File: config.mk
export PLATFORM = sky130hd
export DESIGN_NAME = ledger_tx_driver
export DESIGN_NICKNAME = d
export VERILOG_FILES = /design/src/rtl/ledger_tx_driver.sv
export SDC_FILE = /design/constraint.sdc
export NUM_CORES = 1
export LEC_CHECK = 0
export CAP_MARGIN = 25
export CORE_ASPECT_RATIO = 1.25
export CORE_UTILIZATION = 47
export CTS_BUF_LIST = sky130_fd_sc_hd__clkbuf_4 sky130_fd_sc_hd__clkbuf_8
export DETAILED_ROUTE_END_ITERATION = 10
export GPL_TIMING_DRIVEN = 0
export PLACE_DENSITY = 0.75
export SYNTH_ARGS = -nofsm -noshare
export SYNTH_HDL_FRONTEND = slang
export SYNTH_SLANG_ARGS = --single-unit
File: constraint.sdc
create_clock -name clk -period 5.7 [get_ports clk]
set_clock_uncertainty 0.05 [all_clocks]
set_input_delay 0.855 -clock clk [delete_from_list [all_inputs] [get_ports clk]]
set_output_delay 0.855 -clock clk [all_outputs]
set_load 0.02 [all_outputs]
File: src/rtl/ledger_tx_driver.sv
// Traffic source for the ledger pipeline: issues LFSR-driven transfers, tallies the
// ledger's results and reports completion, drain timeouts and stray results.
module ledger_tx_driver #(
  parameter int USER_WIDTH    = 10,
  parameter int BALANCE_WIDTH = 64,
  parameter int AMOUNT_BITS   = 12,
  parameter int COUNT_WIDTH   = 32,
  parameter int TIMEOUT       = 64
) (
  input  logic                     clk,
  input  logic                     rst,
  input  logic                     start,
  input  logic                     abort,
  input  logic [COUNT_WIDTH-1:0]   num_tx,
  input  logic [7:0]               gap,
  input  logic [31:0]              seed,
  output logic                     s_valid,
  output logic [USER_WIDTH-1:0]    s_payer,
  output logic [USER_WIDTH-1:0]    s_payee,
  output logic [BALANCE_WIDTH-1:0] s_amount,
  input  logic                     m_valid,
  input  logic                     m_success,
  output logic                     busy,
  output logic                     done,
  output logic [COUNT_WIDTH-1:0]   sent_count,
  output logic [COUNT_WIDTH-1:0]   ok_count,
  output logic [COUNT_WIDTH-1:0]   fail_count,
  output logic                     err_timeout,
  output logic                     err_stray
);

  localparam int TW = $clog2(TIMEOUT + 1);
  localparam logic [TW-1:0] TIMER_LAST = TW'(TIMEOUT - 1);
  localparam logic [31:0] LFSR_MASK = 32'h8020_0003;
  localparam logic [COUNT_WIDTH-1:0] CNT_ZERO = {COUNT_WIDTH{1'b0}};
  localparam logic [COUNT_WIDTH-1:0] CNT_MAX  = {COUNT_WIDTH{1'b1}};

  typedef enum logic [1:0] {
    ST_IDLE  = 2'd0,
    ST_RUN   = 2'd1,
    ST_DRAIN = 2'd2,
    ST_DONE  = 2'd3
  } state_t;

  state_t                 state_r;
  logic [31:0]            lfsr_r;
  logic [7:0]             gap_r;
  logic [7:0]             gap_cnt_r;
  logic [COUNT_WIDTH-1:0] num_tx_r;
  logic [TW-1:0]          drain_timer_r;
  logic [COUNT_WIDTH:0]   result_sum_s;
  logic [COUNT_WIDTH:0]   sent_ext_s;

  function automatic logic [31:0] lfsr_next(input logic [31:0] v);
    return v[0] ? ((v >> 1) ^ LFSR_MASK) : (v >> 1);
  endfunction

  function automatic logic [COUNT_WIDTH-1:0] sat_inc(input logic [COUNT_WIDTH-1:0] v);
    return (v == CNT_MAX) ? v : v + {{(COUNT_WIDTH-1){1'b0}}, 1'b1};
  endfunction

  // One bit wider so the drain completion compare cannot wrap.
  assign result_sum_s = {1'b0, ok_count} + {1'b0, fail_count};
  assign sent_ext_s   = {1'b0, sent_count};

  // Run-control FSM with all request, status and counter outputs registered.
  always_ff @(posedge clk) begin
    if (rst) begin
      state_r       <= ST_IDLE;
      lfsr_r        <= 32'd1;
      gap_r         <= 8'd0;
      gap_cnt_r     <= 8'd0;
      num_tx_r      <= CNT_ZERO;
      drain_timer_r <= {TW{1'b0}};
      s_valid       <= 1'b0;
      s_payer       <= {USER_WIDTH{1'b0}};
      s_payee       <= {USER_WIDTH{1'b0}};
      s_amount      <= {BALANCE_WIDTH{1'b0}};
      busy          <= 1'b0;
      done          <= 1'b0;
      sent_count    <= CNT_ZERO;
      ok_count      <= CNT_ZERO;
      fail_count    <= CNT_ZERO;
      err_timeout   <= 1'b0;
      err_stray     <= 1'b0;
    end else begin
      s_valid <= 1'b0;
      done    <= 1'b0;
      case (state_r)
        ST_IDLE: begin
          busy <= 1'b0;
          if (m_valid) err_stray <= 1'b1;
          if (start) begin
            sent_count  <= CNT_ZERO;
            ok_count    <= CNT_ZERO;
            fail_count  <= CNT_ZERO;
            err_timeout <= 1'b0;
            err_stray   <= m_valid;
            if (num_tx != CNT_ZERO) begin
              lfsr_r    <= (seed == 32'd0) ? 32'd1 : seed;
              gap_r     <= gap;
              gap_cnt_r <= 8'd0;
              num_tx_r  <= num_tx;
              busy      <= 1'b1;
              state_r   <= ST_RUN;
            end else begin
              done    <= 1'b1;
              state_r <= ST_DONE;
            end
          end
        end
        ST_RUN: begin
          if (m_valid) begin
            if (m_success) ok_count <= sat_inc(ok_count);
            else           fail_count <= sat_inc(fail_count);
          end
          if (sent_count == num_tx_r) begin
            drain_timer_r <= {TW{1'b0}};
            state_r       <= ST_DRAIN;
          end else begin
            if (gap_cnt_r == 8'd0) begin
              s_valid    <= 1'b1;
              s_payer    <= lfsr_r[USER_WIDTH-1:0];
              s_payee    <= lfsr_r[2*USER_WIDTH-1:USER_WIDTH];
              s_amount   <= {{(BALANCE_WIDTH-AMOUNT_BITS){1'b0}}, lfsr_r[31:32-AMOUNT_BITS]};
              lfsr_r     <= lfsr_next(lfsr_r);
              sent_count <= sat_inc(sent_count);
              gap_cnt_r  <= gap_r;
            end else begin
              gap_cnt_r <= gap_cnt_r - 8'd1;
            end
            // An abort coinciding with an issue lets that issue go out first.
            if (abort) begin
              drain_timer_r <= {TW{1'b0}};
              state_r       <= ST_DRAIN;
            end
          end
        end
        ST_DRAIN: begin
          if (m_valid) begin
            if (m_success) ok_count <= sat_inc(ok_count);
            else           fail_count <= sat_inc(fail_count);
          end
          if (result_sum_s == sent_ext_s) begin
            busy    <= 1'b0;
            done    <= 1'b1;
            state_r <= ST_DONE;
          end else if (m_valid) begin
            drain_timer_r <= {TW{1'b0}};
          end else if (drain_timer_r == TIMER_LAST) begin
            err_timeout <= 1'b1;
            busy        <= 1'b0;
            done        <= 1'b1;
            state_r     <= ST_DONE;
          end else begin
            drain_timer_r <= drain_timer_r + {{(TW-1){1'b0}}, 1'b1};
          end
        end
        ST_DONE: begin
          busy <= 1'b0;
          if (m_valid) err_stray <= 1'b1;
          state_r <= ST_IDLE;
        end
        default: begin
          busy    <= 1'b0;
          state_r <= ST_IDLE;
        end
      endcase
    end
  end

endmodule

# Word level (Yosys, flattened, before mapping)

Index checks and enable logic that the tools add are counted.

Output and inout port bits: 185
Register bits: 222
Input bits: 78

Mux-type cells: 60
Bitwise gates (word level): 3
Reductions and logical operators: 23
Eq/ne operators: 26
Add/subtract/negate cells: 6

Operators by type and width:

| cell                                                               | number |
|---|---|
| 32-bit two-way mux                                                 | 16 |
| 32-bit case mux with 2 select lines                                | 4 |
| 32-bit by 1-bit adder with 32-bit output, second input constant    | 3 |
| 32-bit equality test, second input constant                        | 3 |
| 7-bit two-way mux                                                  | 5 |
| 32-bit by 32-bit adder with 33-bit output                          | 1 |
| 33-bit by 32-bit equality test with 1-bit output                   | 1 |
| 32-bit equality test                                               | 1 |
| 32-bit logical NOT                                                 | 1 |
| 8-bit two-way mux                                                  | 4 |
| 32-bit nonzero test                                                | 1 |
| 5-bit AND reduction                                                | 5 |
| 2-bit inequality test, second input constant                       | 11 |
| 1-bit two-way mux                                                  | 17 |
| 8-bit case mux with 2 select lines                                 | 1 |
| 2-bit two-way mux                                                  | 7 |
| 7-bit case mux with 2 select lines                                 | 1 |
| 3-bit inequality test, second input constant                       | 4 |
| 4-bit AND reduction                                                | 3 |
| 2-bit nonzero test                                                 | 5 |
| 3-bit AND reduction                                                | 3 |
| 8-bit logical NOT                                                  | 1 |
| 2-bit case mux with 4 select lines                                 | 1 |
| 8-bit by 1-bit subtractor with 8-bit output, second input constant | 1 |
| 13 further kinds                                                   | 18 |

# Longest topological paths before layout

Word-level depth: 5
Gate-level depth with buffers: 12

# Least setup slack after synthesis

Ideal clock, no wire load.

Path kind: register to register
Start: register ok_count[0]
End: register state_r[0]
Required time: 5,564 ps
Clock period less this slack: 3,432 ps
Setup time: 86 ps
Buffers on the path: 0
Path slack: 2,268 ps
Cell stages (with the launch flop): 13
Arrival: 3,295 ps
Cells stage by stage: dfxtp_1 > ha_1 > fa_1 > xor2_1 > a2111oi_4 > o221ai_1 > a2111o_1 > nor4_1 > and4_1 > nand4_2 > o31ai_4 > nand3_2 > a221oi_2

Cells in the longest elaborated chain, start to end: 4

RTL lines:

| what                                                                                              | RTL line | text |
|---|---|---|
| start: declaration                                                                                | 26       | `output logic [COUNT_WIDTH-1:0] ok_count,` |
| start signal: assignment                                                                          | 114      | `if (m_success) ok_count <= sat_inc(ok_count);` |
| start signal: assignment                                                                          | 141      | `if (m_success) ok_count <= sat_inc(ok_count);` |
| 32-bit by 32-bit adder with 33-bit output (*)                                                     | 63       | `assign result_sum_s = {1'b0, ok_count} + {1'b0, fail_count};` |
| 33-bit by 32-bit equality test with 1-bit output (*)                                              | 144      | `if (result_sum_s == sent_ext_s) begin` |
| 3-bit inequality test (no source line) / 2-bit two-way mux (equally long branches)                | -        |  |
| 4-bit AND reduction (no source line) / 2-bit case mux with 4 select lines (equally long branches) | -        |  |
| end signal: assignment                                                                            | 69       | `state_r <= ST_IDLE;` |
| end signal: assignment                                                                            | 147      | `state_r <= ST_DONE;` |
| end signal: assignment                                                                            | 154      | `state_r <= ST_DONE;` |
| end: declaration                                                                                  | 45       | `state_t state_r;` |

Every way passes the cells marked *; elsewhere a longest branch is shown, timed or not.
A chain may end at the register's enable or synchronous reset.

# Worst setup path after layout

Start: register fail_count[12]
End: register drain_timer_r[3]

Cells in the longest elaborated chain, start to end: 4

RTL lines:

| what                                             | RTL line | text |
|---|---|---|
| start: declaration                               | 27       | `output logic [COUNT_WIDTH-1:0] fail_count,` |
| start signal: assignment                         | 115      | `else fail_count <= sat_inc(fail_count);` |
| start signal: assignment                         | 142      | `else fail_count <= sat_inc(fail_count);` |
| 32-bit by 32-bit adder with 33-bit output        | 63       |  |
| 33-bit by 32-bit equality test with 1-bit output | 144      |  |
| 2-bit inequality test (no source line)           | -        |  |
| 4-bit AND reduction (no source line)             | -        |  |
| end signal: assignment                           | 74       | `drain_timer_r <= {TW{1'b0}};` |
| end signal: assignment                           | 149      | `drain_timer_r <= {TW{1'b0}};` |
| end signal: assignment                           | 156      | `drain_timer_r <= drain_timer_r + {{(TW-1){1'b0}}, 1'b1};` |
| end: declaration                                 | 50       | `logic [TW-1:0] drain_timer_r;` |

Every way passes these cells.

==> qor.yml <==
synth-seq-cells: 222
synth_xor_area_share_pct: 10.2
clock_latency_ps: 560
powerDensity_mw_per_mm2: 343
nNetsFinal: 2000
crit_arrival_ps: 4500
syn_area_per_cell_um2: 8.06
slew_violations: 0
async_flop_share_pct: 0
synth-simple-area-share_pct: 22.5
path_class: "reg -> reg"
synth_compound_area_share_pct: 15.8
setup_violations: 0
cts_tree: "done"
r2r_slack_ps: 1630
grt_usage_pct: 28.9
drt.antenna.violating_nets: 0
final_common_cell: "dfxtp_1"
drtPass1Iterations: 5
p_leak_nw: 6.38
diodes: 0
synthAdderAreaFrac_pct: 4.39
core-area_mm2: 0.0263
layout_common_cells: "dfxtp_1, clkdlybuf4s50_1, nor2_1"
min_period_ps: 4070
cpPeakStageDelay_ps: 500
cp_top_family: "compound AO/OA/AOI/OAI gates"
cp_cell_sequence: "ha_1, clkbuf_2, a21oi_1, o21ai_0, a22oi_1, o211ai_1, nor4_1, and4_1, nand4_2, nor3_1, o21ai_1, a2bb2oi_1"
cts_made_buffers: 37
cts_resized: 0
routed_via_density: 5.57
fin_crit_sh_pct: 71.5
cts.sink_count: 222
synthMuxAreaShare_pct: 5.72
syn-instance-count: 1578
worst_pin_slew_ps: 924
antenna_found_initial: 0
yosys_most_used_dff: "dfxtp_1"
dieArea_mm2: 0.0277
cp_slowest_cell: "a21oi_1"
synth_top_family_by_area: "simple AND/OR/NAND/NOR gates"
status: "complete, no violations"
start_util_pct: 48.3
grt_pass1_wl_um: 62500
cts_hold_repair.buffers: 0
rsz0062_at_grt: "no"
cts_root_buf: "clkbuf_8"
die_h_um: 186
crit_path_end_kind: "flop"
slew_headroom_pct: 37.8
ys_warn_count: 0
grt_pass1_vias: 11700
crit_path_start_kind: "flop"
clk_path_buf_depth: 3
synth_cell_type_count: 73
fin_setup_tns_ps: 0
place.gp.congestion: 0.981
avgRoutedWirePerCell_um: 18.1
drtIter0Drc: 714
syn_to_final_growth_pct: 27.8
synthesis.area_mm2: 0.0127
grt_overflow: 0
critPathMaxFanout: 7
path_buf_inv: 1
yosysSeqAreaShare_pct: 34.9
hold_class: "reg -> reg"
die_w_um: 149
portBuffers: 210
htree_num_levels: 2
drc: 0
max_cap_viol_count: 0
layout-drive-gt1-share_pct: 7.93
postCtsSetupBuffers: 0
max_freq_mhz: 245
dr_total_vias: 12500
required_ps: 6120
ir_drop_mv: 0.268
dp_hpwl_um: 32000
io_pins: 263
worst_hold_slack_ps: 407
finalHoldViolCount: 0
wirelength_um: 40600
path_clk_slew_ps: 60
synth_edf_count: 0
rows: 66
grt_max_degree: 11
[cells in the mapped netlist (8+ instances only)]
master	number	area, um^2
nor2_1	195	732
o211ai_1	12	90.1
ha_1	43	538
buf_4	52	390
clkbuf_1	69	259
o21ai_0	57	285
a31oi_1	10	62.6
nand2_1	185	694
nand2b_1	11	68.8
a21oi_1	126	631
mux2i_1	67	671
dfxtp_1	222	4440
or2_2	8	50.1
inv_1	25	93.8
and4_1	10	87.6
a211oi_1	35	263
or3_1	24	150
nor3_1	24	120
and3_1	25	156
xnor2_1	76	666
xor2_1	72	631
nand3_1	47	235
nand4_1	35	219
nor4_1	23	144
[through the flow]
stage          instance area (um^2)  worst slack (ps)  total power, mW  util, %  cells
6_report                      16300              1630             5.58     61.7   2243
5_1_grt                       16300              1370             5.89     61.7   2243
4_1_cts                       16300              1710             5.58     61.7   2243
3_5_place_dp                  15400              1350             4.02     58.6   2179
3_3_place_gp                  15400              1320             3.97     58.6   2179
2_1_floorplan                 12900              2270             3.40        -   1629
[where the power goes]
group	switching (mW)	internal, mW	total [mW]
logic	1.21	0.791	2.00
registers	0.216	1.80	2.02
clock network	0.661	0.899	1.56
total	2.09	3.49	5.58
[worst reg2reg max path: cells and delay by family, from the launching register on]
kind,cells,cell delay (ps)
AND/OR/NAND/NOR,4,1160
adder cells (fa/ha/maj),1,290
buffers and inverters,1,170
AO/OA/AOI/OAI,6,1850
flip-flops,1,480
[sequential cells by signal, summed over array words and instances (netlist names)]
name,count
err_timeout,1
s_valid,1
s_payee,10
state_r,2
fail_count,32
busy,1
gap_r,8
gap_cnt_r,8
s_payer,10
s_amount,12
ok_count,32
drain_timer_r,7
err_stray,1
done,1
lfsr_r,32
sent_count,32
num_tx_r,32
[final timing paths]
kind                                         end  depth (start not counted)           start
worst min register to register          gap_r[5]                          2        gap_r[5]
worst max-delay path            drain_timer_r[3]                         12  fail_count[12]
worst min-delay path                    gap_r[5]                          2        gap_r[5]
worst max register to register  drain_timer_r[3]                         12  fail_count[12]
[layout make-up]
type | instances | area, um^2
multi-input cells | 1246 | 7640
fillers | 2365 | 10100
well taps | 340 | 425
inverters | 25 | 93.8
flip-flops and latches | 222 | 4440
clock buffers | 57 | 722
clock inverters | 7 | 96.3
plain buffers | 136 | 732
repair buffers | 210 | 2100
[logic make-up after synthesis]
logic type,count (synthesis)
XOR/XNOR,148
buffers and inverters,161
AO/OA/AOI/OAI,319
other,1
multiplexers,72
adder cells (fa/ha/maj),44
AND/OR/NAND/NOR,611
flip-flops,222
[layer usage]
metal | GRT usage (%) | part of all wire, %
met3 | 4.29 | 6.4
met1 | 34.3 | 40
met2 | 50.5 | 49
met4 | 14.1 | 4.0
met5 | 0 | 0
Power figures use the tool's default switching activity.
